[src/rtl/alu_pkg.sv]
// Shared opcode constants and FSM state type for the sequential ALU.
package alu_pkg;

  localparam logic [2:0] OP_FWD = 3'b000;
  localparam logic [2:0] OP_ADD = 3'b001;
  localparam logic [2:0] OP_AND = 3'b010;
  localparam logic [2:0] OP_OR  = 3'b011;
  localparam logic [2:0] OP_MUL = 3'b100;
  localparam logic [2:0] OP_SHL = 3'b101;
  localparam logic [2:0] OP_ASR = 3'b110;
  localparam logic [2:0] OP_ROR = 3'b111;

  typedef enum logic {
    IDLE = 1'b0,
    ITER = 1'b1
  } state_t;

endpackage

[src/rtl/alu_iter_unit.sv]
// Iterative datapath: shift-add multiplier and one-bit-per-step shifter/rotator
// driven by a down-counter loaded with the iteration count.
module alu_iter_unit
  import alu_pkg::*;
#(
  parameter int unsigned WIDTH = 8
) (
  input  logic                     clk,
  input  logic                     reset,
  input  logic                     load,
  input  logic [2:0]               op,
  input  logic [WIDTH-1:0]         a,
  input  logic [WIDTH-1:0]         b,
  input  logic [$clog2(WIDTH):0]   n,
  output logic                     last_c,
  output logic [WIDTH-1:0]         value_c
);

  localparam int unsigned CW = $clog2(WIDTH) + 1;

  logic [2:0]       op_q;
  logic [WIDTH-1:0] acc_q;
  logic [WIDTH-1:0] mcand_q;
  logic [WIDTH-1:0] mplier_q;
  logic             left_q;
  logic [CW-1:0]    cnt_q;

  // Value the accumulator takes after the current step.
  always_comb begin
    value_c = acc_q;
    case (op_q)
      OP_MUL:  value_c = acc_q + (mplier_q[0] ? mcand_q : '0);
      OP_SHL:  value_c = left_q ? {acc_q[WIDTH-2:0], 1'b0} : {1'b0, acc_q[WIDTH-1:1]};
      OP_ASR:  value_c = {acc_q[WIDTH-1], acc_q[WIDTH-1:1]};
      OP_ROR:  value_c = {acc_q[0], acc_q[WIDTH-1:1]};
      default: value_c = acc_q;
    endcase
  end

  assign last_c = (cnt_q == CW'(1));

  always_ff @(posedge clk) begin
    if (reset) begin
      op_q     <= OP_FWD;
      acc_q    <= '0;
      mcand_q  <= '0;
      mplier_q <= '0;
      left_q   <= 1'b0;
      cnt_q    <= '0;
    end else if (load) begin
      op_q     <= op;
      acc_q    <= (op == OP_MUL) ? '0 : a;
      mcand_q  <= a;
      mplier_q <= b;
      left_q   <= ~b[WIDTH-1];
      cnt_q    <= n;
    end else if (cnt_q != '0) begin
      acc_q    <= value_c;
      mcand_q  <= {mcand_q[WIDTH-2:0], 1'b0};
      mplier_q <= {1'b0, mplier_q[WIDTH-1:1]};
      cnt_q    <= cnt_q - CW'(1);
    end
  end

endmodule

[src/rtl/seq_alu.sv]
// Multi-cycle ALU: START/BUSY/DONE handshake, single-cycle logic/add ops and
// iterative multiply/shift/rotate, with registered RESULT and ZERO.
module seq_alu
  import alu_pkg::*;
#(
  parameter int unsigned WIDTH = 8
) (
  input  logic             CLK,
  input  logic             RESET,
  input  logic             START,
  input  logic [2:0]       SELECT,
  input  logic [WIDTH-1:0] DATA1,
  input  logic [WIDTH-1:0] DATA2,
  output logic [WIDTH-1:0] RESULT,
  output logic             ZERO,
  output logic             BUSY,
  output logic             DONE
);

  localparam int unsigned CW = $clog2(WIDTH) + 1;
  localparam int unsigned LW = $clog2(WIDTH);

  state_t           state_q, state_d;
  logic [WIDTH-1:0] result_d;
  logic             zero_d, busy_d, done_d;
  logic             load_c;
  logic             last_c;
  logic [WIDTH-1:0] iter_value_c;

  logic [WIDTH:0]   b_ext_c, mag_c;
  logic [CW-1:0]    shl_n_c, asr_n_c, ror_n_c, n_c;

  // Iteration counts; SHL treats DATA2 as signed, so |-2^(W-1)| needs W+1 bits.
  always_comb begin
    b_ext_c = {DATA2[WIDTH-1], DATA2};
    mag_c   = b_ext_c[WIDTH] ? -b_ext_c : b_ext_c;
    shl_n_c = (mag_c >= (WIDTH+1)'(WIDTH)) ? CW'(WIDTH) : CW'(mag_c);
    asr_n_c = (DATA2 >= WIDTH'(WIDTH)) ? CW'(WIDTH) : CW'(DATA2);
    ror_n_c = CW'(DATA2[LW-1:0]);
    case (SELECT)
      OP_SHL:  n_c = shl_n_c;
      OP_ASR:  n_c = asr_n_c;
      OP_ROR:  n_c = ror_n_c;
      default: n_c = CW'(WIDTH);
    endcase
  end

  // Next-state and next-output logic.
  always_comb begin
    state_d  = state_q;
    result_d = RESULT;
    done_d   = 1'b0;
    load_c   = 1'b0;
    case (state_q)
      IDLE: begin
        if (START) begin
          case (SELECT)
            OP_FWD: begin result_d = DATA2;         done_d = 1'b1; end
            OP_ADD: begin result_d = DATA1 + DATA2; done_d = 1'b1; end
            OP_AND: begin result_d = DATA1 & DATA2; done_d = 1'b1; end
            OP_OR:  begin result_d = DATA1 | DATA2; done_d = 1'b1; end
            default: begin
              if (SELECT != OP_MUL && n_c == '0) begin
                result_d = DATA1;
                done_d   = 1'b1;
              end else begin
                load_c  = 1'b1;
                state_d = ITER;
              end
            end
          endcase
        end
      end
      ITER: begin
        if (last_c) begin
          result_d = iter_value_c;
          done_d   = 1'b1;
          state_d  = IDLE;
        end
      end
      default: state_d = IDLE;
    endcase
    busy_d = (state_d == ITER);
    zero_d = (result_d == '0);
  end

  always_ff @(posedge CLK) begin
    if (RESET) begin
      state_q <= IDLE;
      RESULT  <= '0;
      ZERO    <= 1'b1;
      BUSY    <= 1'b0;
      DONE    <= 1'b0;
    end else begin
      state_q <= state_d;
      RESULT  <= result_d;
      ZERO    <= zero_d;
      BUSY    <= busy_d;
      DONE    <= done_d;
    end
  end

  alu_iter_unit #(.WIDTH(WIDTH)) u_iter (
    .clk     (CLK),
    .reset   (RESET),
    .load    (load_c),
    .op      (SELECT),
    .a       (DATA1),
    .b       (DATA2),
    .n       (n_c),
    .last_c  (last_c),
    .value_c (iter_value_c)
  );

endmodule
[config.mk]
export PLATFORM = sky130hd
export DESIGN_NAME = seq_alu
export DESIGN_NICKNAME = d
export VERILOG_FILES = /design/src/rtl/alu_pkg.sv /design/src/rtl/alu_iter_unit.sv /design/src/rtl/seq_alu.sv
export SDC_FILE = /design/constraint.sdc
export NUM_CORES = 1
export LEC_CHECK = 0
export ABC_AREA = 1
export CORE_AREA = 4 4 101 103
export DETAILED_ROUTE_END_ITERATION = 8
export DIE_AREA = 0 0 105 107
export SLEW_MARGIN = 10
export SYNTH_ARGS = -nofsm -noshare
export SYNTH_HDL_FRONTEND = slang
export SYNTH_SLANG_ARGS = --single-unit
export TNS_END_PERCENT = 10
[constraint.sdc]
create_clock -name CLK -period 4.86 [get_ports CLK]
set_input_delay 1.215 -clock CLK [delete_from_list [all_inputs] [get_ports CLK]]
set_output_delay 1.215 -clock CLK [all_outputs]
set_load 0.02 [all_outputs]
---- Word-level counts from Yosys, hierarchy flattened ----
Index checks and enable logic that the tools add are counted.
storage, ports and cells
  output and inout port bits .............. 11
  word-level logic and storage cells ...... 72
  bits in registers ....................... 43
  input port bits ......................... 22
cells by class
  bitwise gates (word level) .............. 4
  add/subtract/negate cells ............... 4
  equal/unequal tests ..................... 13
  reductions and logical operators ........ 7
  mux-type cells .......................... 32
  $lt $le $gt $ge ......................... 2
operators with widths
  operator             count
  $mux 8               12
  $pmux 8 s4           2
  $eq 3x3->1 const B   8
  $add 8x8->8          2
  $mux 4               4
  $pmux 8 s2           1
  $pmux 4 s3           1
  $ge 9x4->1 const B   1
  $mux 1               9
  $mux 9               1
  $neg 9->9            1
  $and 8x8->8          1
  $ge 8x4->1 const B   1
  $logic_not 8->1      1
  $or 8x8->8           1
  $eq 3x2->1 const B   2
  $eq 4x1->1 const B   1
  $logic_not 4->1      1
  $pmux 1 s2           2
  $reduce_bool 4->1    1
  $reduce_or 4->1      1
  $sub 4x1->4 const B  1
  $eq 3x1->1 const B   1
  $logic_not 3->1      1
  4 further kinds      5

---- Depth between registers and ports, before layout ----
Gate-level depths: netlist (run 1).
  depth after elaboration ................. 12
  depth in mapped cells ................... 22
  gate-level depth less buffers ........... 22

---- Hierarchy ----
A second synthesis (run 1) with hierarchy kept.
unflattened totals
  cell total of the unflattened synthesis .. 607
  area, all modules ....................... 3784.9 um^2
by module, submodules not included
  module         instances  area each (um^2)  cells an instance
  alu_iter_unit  1          2134.5            333
  seq_alu        1          1650.3            274

---- Worst setup path after synthesis (run 1) ----
Ideal clock, no wire load.
  path kind ............................... input to register
  from .................................... in DATA1[0]
  to ...................................... reg ZERO
  buffers on the path ..................... 0
  arrival ................................. 3.168 ns
  slack ................................... 1.631 ns
  stages on the path ...................... 19
  library setup time ...................... 0.060 ns
  data required time ...................... 4.800 ns
  path through ............................ ha_1 fa_1 nand2_1 nand2_1 a21oi_1 or2_2 nand2_1 nand2_1 nand2_1 or2_2 nand3_1 nand3_1 inv_1 nand2_1 a21oi_1 nand2_1 nor2_1 nand2_1 nand2_1
between the ends
  cells in the longest elaborated chain, start to end .. 5
  elaborated cells between the ends (all ways) .. 8
  those cells by class .................... add/sub (1); mux (4); bitwise (2); reduce/logical (1)
RTL lines
  item                                 line           text
  start: declaration                   seq_alu.sv:12  input logic [WIDTH-1:0] DATA1,
  $add 8x8->8 (tied with other cells)  seq_alu.sv:59  OP_ADD: begin result_d = DATA1 + DATA2; done_d = 1'b1; end
  $pmux 8 s4 (*)                       seq_alu.sv:57  case (SELECT)
  $mux 8 (*)                           seq_alu.sv:56  if (START) begin
  $pmux 8 s2 (*)                       seq_alu.sv:54  case (state_q)
  $logic_not 8->1 (*)                  seq_alu.sv:84  zero_d = (result_d == '0);
  end signal: assignment               seq_alu.sv:97  ZERO <= zero_d;
  end: declaration                     seq_alu.sv:15  output logic ZERO,
Every way passes the cells marked *; elsewhere a longest branch is shown, timed or not.
A chain may end at the register's enable or synchronous reset.

---- Final worst setup path (run 1) ----
  from .................................... in DATA2[1]
  to ...................................... reg u_iter.mplier_q[5]
between the ends
  cells in the longest elaborated chain, start to end .. 12
  elaborated cells between the ends (all ways) .. 15
  those cells by class .................... add/sub (1); order compare (2); mux (9); reduce/logical (3)
RTL lines
  item                                         line                 text
  start: declaration                           seq_alu.sv:13        input logic [WIDTH-1:0] DATA2,
  $neg 9->9                                    seq_alu.sv:36        mag_c = b_ext_c[WIDTH] ? -b_ext_c : b_ext_c;
  $mux 9                                       seq_alu.sv:36
  $ge 9x4->1                                   seq_alu.sv:37        shl_n_c = (mag_c >= (WIDTH+1)'(WIDTH)) ? CW'(WIDTH) : CW'(mag_c);
  $mux 4                                       seq_alu.sv:37
  $pmux 4 s3 (*)                               seq_alu.sv:40        case (SELECT)
  $logic_not 4->1 (*)                          seq_alu.sv:63        if (SELECT != OP_MUL && n_c == '0) begin
  $logic_and 1x1->1 (*)                        seq_alu.sv:63
  $mux 1 (*)                                   seq_alu.sv:63
  $mux 1 (*)                                   seq_alu.sv:57
  $mux 1 (*)                                   seq_alu.sv:56
  $mux 1 (*)                                   seq_alu.sv:54
  $mux 8 or $reduce_bool 2->1 (tied branches)  --
  end signal: assignment                       alu_iter_unit.sv:60  mplier_q <= {1'b0, mplier_q[WIDTH-1:1]};
  end: declaration                             alu_iter_unit.sv:24  logic [WIDTH-1:0] mplier_q;
Marks and branches as above.

==> results of run 1 <==
critical path: stages:
cell	delay [ps]
clkdlybuf4s50_1	610
inv_1	160
ha_1	230
nand2_1	100
nand2_1	70
nand2_1	70
nand3_1	90
nor2_2	150
nand3_1	100
nand2_2	110
nand2_2	70
nor2_4	200
nand2_4	120
nand2_4	100
nor3_4	50
inv_4	270
nand2_4	320
o21ai_0	260
a31oi_1	50
how the worst min path moves through the flow:
stage	endpoint	slack (ps)	cells after the start
after global placement	u_iter.mplier_q[7]$_SDFFE_PP0P_	460	2
after detailed placement	u_iter.mplier_q[7]$_SDFFE_PP0P_	460	2
final	u_iter.mplier_q[3]$_SDFFE_PP0P_	470	2
after CTS	u_iter.mplier_q[7]$_SDFFE_PP0P_	470	2
after global routing	u_iter.mplier_q[3]$_SDFFE_PP0P_	500	2
after floorplan	u_iter.mplier_q[7]$_SDFFE_PP0P_	440	2
flip-flops by register name, indices dropped and copies added, names as in the netlist:
| register | cells |
|---|---|
| u_iter.op_q | 3 |
| RESULT | 8 |
| DONE | 1 |
| u_iter.mplier_q | 8 |
| u_iter.mcand_q | 8 |
| state_q | 1 |
| ZERO | 1 |
| u_iter.acc_q | 8 |
| u_iter.cnt_q | 4 |
| u_iter.left_q | 1 |
cell usage after synthesis, drive strengths merged:
cell / number / share of area (%)
nor2: 50 / 5.7
o2111a: 1 / 0.31
nand3b: 2 / 0.41
buf: 12 / 2.2
clkbuf: 9 / 0.93
o21ai: 57 / 7.9
nor3: 6 / 1.3
a211oi: 3 / 0.76
a2111oi: 4 / 0.97
o22ai: 3 / 0.52
inv: 71 / 7.4
a311oi: 1 / 0.24
xor2: 4 / 0.97
a21oi: 42 / 5.8
a221oi: 5 / 1.2
ha: 28 / 9.7
nand4: 6 / 1.0
a31oi: 18 / 3.1
xnor2: 1 / 0.24
a41oi: 1 / 0.24
a21o: 1 / 0.21
nor3b: 1 / 0.21
nand2: 140 / 15
fa: 2 / 1.1
o21a: 1 / 0.21
dfxtp: 43 / 24
or2: 3 / 0.52
o211ai: 2 / 0.41
o311ai: 1 / 0.24
nand3: 50 / 6.9
per-stage QoR:
stage               utilization, %  cell area (µm²)
floorplan                        -             3620
global placement              43.3             3990
detailed placement            43.3             3990
CTS                           44.8             4120
global route                  44.8             4120
finish                        44.8             4120
cell families after synthesis:
family / after synthesis / share of synthesized area (%)
AO/OA/AOI/OAI: 140 / 22.1
flip-flops: 43 / 23.8
buffers and inverters: 92 / 10.6
XOR/XNOR: 5 / 1.21
adder cells (fa/ha/maj): 30 / 10.8
AND/OR/NAND/NOR: 258 / 31.5
power groups by stage:
stage	logic, mW	registers [mW]	clock network (mW)
5_1_grt	0.765	0.605	0.349
2_1_floorplan	0.512	0.559	0
4_1_cts	0.669	0.584	0.336
6_report	0.670	0.587	0.330
3_5_place_dp	0.665	0.591	0
3_3_place_gp	0.656	0.592	0
area by class of cell:
class	count	area share, %
clock inverters	2	1.46
well taps	111	3.37
multi-input cells	433	57.6
repair buffers	35	8.33
flip-flops and latches	43	20.9
inverters	71	6.53
clock buffers	6	1.76
per-layer routing:
layer	track usage, %	vias up	routed length (µm)
met5	0	-	0
met4	7.50	0	323
met3	1.57	25	473
met2	32.6	135	5020
met1	25.5	1740	4900
li1	-	1950	-
placed cells by master (no fill, tap or decap), drive strengths merged:
cell             n
a2111oi          4
a211oi           3
a21o             1
a21oi           42
a221oi           5
a311oi           1
a31oi           18
a41oi            1
buf              3
bufinv           2
clkbuf           6
clkdlybuf4s50   32
dfxtp           43
fa               2
ha              28
inv             71
nand2          140
nand3           50
nand3b           2
nand4            6
nor2            50
nor3             6
nor3b            1
o2111a           1
o211ai           2
o21a             1
o21ai           57
o22ai            3
o311ai           1
or2              3
xnor2            1
xor2             4
==> impl_metrics.tcl, run 1 <==
set metrics [dict create \
    cts_tree "yes" \
    syn_avg_cell_area_um2 6.37 \
    post-route-period-util_pct 86.5 \
    critical_path_class "primary input to flip-flop" \
    clockBufferDepth 2 \
    multi_input_area_um2 2370 \
    ys_seq_area_share_pct 23.8 \
    skew_ps 9.45 \
    cts_setup_buffers 0 \
    endpoint_kind "flip-flop" \
    worst-slew-pin-transition_ps 1090 \
    crit_path_end "u_iter.mplier_q[5]$_SDFFE_PP0P_" \
    grt_max_degree 45 \
    die-area_um2 11200 \
    core_area_um2 9200 \
    placed_cells 693 \
    grt_use_total_pct 19.3 \
    grt_pass1_vias 3723 \
    wl_um 10700 \
    hold_viol_final 0 \
    min_path_type "flip-flop to flip-flop" \
    syn_nets 620 \
    p_leak_nw 1.88 \
    io_pins 33 \
    synthCells 568 \
    pre_cts_ws_ps 371 \
    power_density_nw_per_um2 386 \
    drtIter0Drc 293 \
    rows 35 \
    p_comb_share_pct 42.2 \
    seq_area_um2 861 \
    hold_ws_ps 469 \
    grt_overflow 0 \
    finalPower_mw 1.59 \
    drive_above_1_share_pct 5.76 \
    ir_worst_vdd_uv 209 \
    synth_seq_cells 43 \
    cts_root_buffer "clkbuf_8" \
    cp-start-kind "primary input" \
    r2r_slack_ps 1930 \
    cp_max_fo 44 \
    routed_via_density 5.49 \
    max_slew_margin_pct 26.7 \
    setup_slack_ps 656 \
    clk_pin_slew_worst_paths_ps 90 \
    insertion_delay_ps 290 \
    dr.pass1.iters 7 \
    min_from "u_iter.mplier_q[4]$_SDFFE_PP0P_" \
    stdcell_count 701 \
    place.gp.congestion 0.919 \
    cts_max_level 2 \
    antenna_found_initial 0 \
    cts_hold_buf 0 \
    cts_sinks 43 \
    rsz0062_at_grt "false" \
    maxSlewViolCount 0 \
    arrival_ps 4360 \
    synth_warnings 0 \
    drc 0 \
    internal_power_mw 0.927 \
    syn_area_um2 3620 \
    dieHeight_um 107 \
    fmax_ghz 0.238 \
    area_growth_pct 13.8 \
    fill_cells 988 \
    place_hpwl_um 8340 \
    cp-startpoint "DATA2[1]" \
    drv_cap 0 \
    required_ps 5020 \
    clockPowerShare_pct 20.8 \
    io_buffers 32 \
    nets 641 \
    setup_viol 0 \
    r2r_end "ZERO$_SDFF_PP1_" \
    die_w_um 105 \
    sw_frac_of_total_pct 41.6 \
    grt_pass1_wl_um 17900 \
    cts_resized 0 \
    detail_route.wl_per_cell_um 15.3 \
    r2r_cells 20 \
    tns_ps 0 \
    p_switching_mw 0.661 \
    cts_inserted_buffers 5 \
    vias 3850 \
    synth.distinct_cells 43 \
    seq_power_share_pct 37.0 \
    min_period_ps 4200 \
    initial_utilization_pct 39.3 \
    ant_nets 0 \
    r2r_start "u_iter.mplier_q[0]$_SDFFE_PP0P_" \
    n_antenna_cell 0 \
    outcome "finished clean" \
]
Note: power is estimated with default switching activity, not from simulation.
==> run 2, diff against run 1 <==
--- a/config.mk
+++ b/config.mk
@@ -9,8 +9,9 @@
 export CORE_AREA = 4 4 101 103
 export DETAILED_ROUTE_END_ITERATION = 8
 export DIE_AREA = 0 0 105 107
+export PLACE_DENSITY = 0.55
+export SETUP_SLACK_MARGIN = 0.5
 export SLEW_MARGIN = 10
 export SYNTH_ARGS = -nofsm -noshare
 export SYNTH_HDL_FRONTEND = slang
 export SYNTH_SLANG_ARGS = --single-unit
-export TNS_END_PERCENT = 10
==> run 2 against run 1 <==
Net effect: sequential power rose by 1%; critical path depth did not move; power rose by 1.5%; flip-flop and latch count is the same; critical path type unchanged; design area increased by 0.30%; largest power group unchanged; combinational power grew 2%; global-route usage rose by 0.89 points.
==> impl_metrics.tcl, run 2 (same netlist as run 1, synthesis figures left out) <==
set metrics [dict create \
    arrival_ps 4240 \
    grt_pass1_vias 3667 \
    maxSlewViolCount 0 \
    final_common_cell "nand2_1" \
    clockPowerShare_pct 20.6 \
    clk_pin_slew_worst_paths_ps 90 \
    die_w_um 105 \
    power_density_nw_per_um2 390 \
    grt_pass1_wl_um 18300 \
    drv_cap 0 \
    dieHeight_um 107 \
    p_switching_mw 0.683 \
    dr.pass1.iters 5 \
    required_ps 5030 \
    placed_area_um2 3980 \
    grt_overflow 0 \
    grtUsageMet1_pct 26.3 \
    grt_max_degree 45 \
    drc 0 \
    fmax_ghz 0.246 \
    insertion_delay_ps 300 \
    outcome "finished clean" \
    routed_via_density 5.59 \
    place_hpwl_um 8610 \
    grt_use_met2_pct 33.6 \
    max_slew_margin_pct 7.58 \
    sw_frac_of_total_pct 42.4 \
    initial_utilization_pct 39.3 \
    layout_common_cells "134 x nand2_1, 65 x inv_1, 50 x nand3_1" \
    n_antenna_cell 0 \
    rsz0062_at_grt "true" \
    internal_power_mw 0.929 \
    cts_max_level 2 \
    design_area_um2 4130 \
    place.gp.congestion 0.951 \
    met3_usage_pct 3.13 \
    endpoint_kind "flip-flop" \
    die-area_um2 11200 \
    cp_max_fo 32 \
    hold_viol_final 0 \
    vias 3931 \
    tns_ps 0 \
    core_area_um2 9200 \
    worst-slew-pin-transition_ps 1380 \
    min_path_type "flip-flop to flip-flop" \
    ir_worst_vdd_uv 164 \
    nets 643 \
    cts_tree "yes" \
    busiest_layer "met2" \
    rows 35 \
    setup_slack_ps 794 \
    cts_sinks 43 \
    stdcell_count 703 \
    wl_um 11400 \
    critical_path_class "primary input to flip-flop" \
    seq_power_share_pct 36.8 \
    min_period_ps 4070 \
    cp-start-kind "primary input" \
    antenna_found_initial 0 \
    io_buffers 32 \
    detail_route.wl_per_cell_um 16.2 \
    ant_nets 0 \
    utilization_pct 44.9 \
    area_growth_pct 14.1 \
    drive_above_1_share_pct 5.91 \
    clockBufferDepth 2 \
    pre_cts_ws_ps 285 \
    skew_ps 8.25 \
    setup_viol 0 \
    p_comb_share_pct 42.6 \
    drtIter0Drc 191 \
    cts_root_buffer "clkbuf_8" \
    post-route-period-util_pct 83.7 \
    cts_inserted_buffers 5 \
    grt_use_total_pct 20.2 \
    p_leak_nw 1.88 \
    placed_cells 692 \
    io_pins 33 \
]
[run 2: changes by cell type in the layout (fill, tap and decap cells not counted)]
cell     delta
inv_4       -1
nand2_1     +1
inv_6       +1
nand2_2     +1
[run 2: what timing repair did]
action,4_1_cts,5_1_grt
resized for setup,0,1
hold buffers,0,0
endpoints found under the hold margin,0,0
setup buffers,0,1
endpoints found under the setup margin,0,28
[run 2: final cells by class]
| cell class | count | area, µm² |
|---|---|---|
| fillers | 1004 | 5070 |
| multi-input cells | 435 | 2380 |
| flip-flops and latches | 43 | 861 |
| repair buffers | 35 | 343 |
| inverters | 71 | 272 |
| well taps | 111 | 139 |
| clock buffers | 6 | 72.6 |
| clock inverters | 2 | 60.1 |
[run 2: worst max-delay path: stages]
cell	delay [ps]
clkdlybuf4s50_1	630
inv_1	160
ha_1	230
nand2_1	90
nand2_1	70
nand2_1	70
nand3_1	90
nor2_2	140
nand3_1	90
nand2_2	100
nand2_2	70
nor2_4	210
nand2_4	120
nand2_4	100
nor3_4	50
inv_6	230
nand2_4	210
o21ai_0	250
a31oi_1	70
[run 2: path summary, 6_finish.rpt]
path | start | end | slack [ps] | cells past startpoint
setup reg to reg | u_iter.mplier_q[0]$_SDFFE_PP0P_ | ZERO$_SDFF_PP1_ | 1910 | 20
setup / recovery | DATA2[1] | u_iter.mplier_q[5]$_SDFFE_PP0P_ | 790 | 19
hold reg to reg | u_iter.mplier_q[2]$_SDFFE_PP0P_ | u_iter.mplier_q[1]$_SDFFE_PP0P_ | 480 | 2
hold / removal | u_iter.mplier_q[2]$_SDFFE_PP0P_ | u_iter.mplier_q[1]$_SDFFE_PP0P_ | 480 | 2
[run 2: power groups by stage]
stage	Combinational (mW)	Sequential (mW)	Clock [mW]
floorplan	0.512	0.559	0
global placement	0.646	0.598	0
detailed placement	0.652	0.599	0
CTS	0.656	0.592	0.340
global route	0.777	0.612	0.355
finish	0.686	0.594	0.332
[run 2: stage by stage]
step	power (mW)	hold WS, ps
after floorplan	1.07	439
after global placement	1.24	468
after detailed placement	1.25	476
after CTS	1.59	478
after global routing	1.75	514
final	1.61	478
[run 2: per-layer routing]
| layer | wire length (µm) | vias to the layer above | part of all wire (%) |
|---|---|---|---|
| met2 | 5290 | 130 | 47 |
| met3 | 648 | 28 | 5.7 |
| met4 | 346 | 0 | 3.0 |
| met5 | 0 | - | 0 |
| li1 | - | 1955 | - |
| met1 | 5080 | 1818 | 45 |
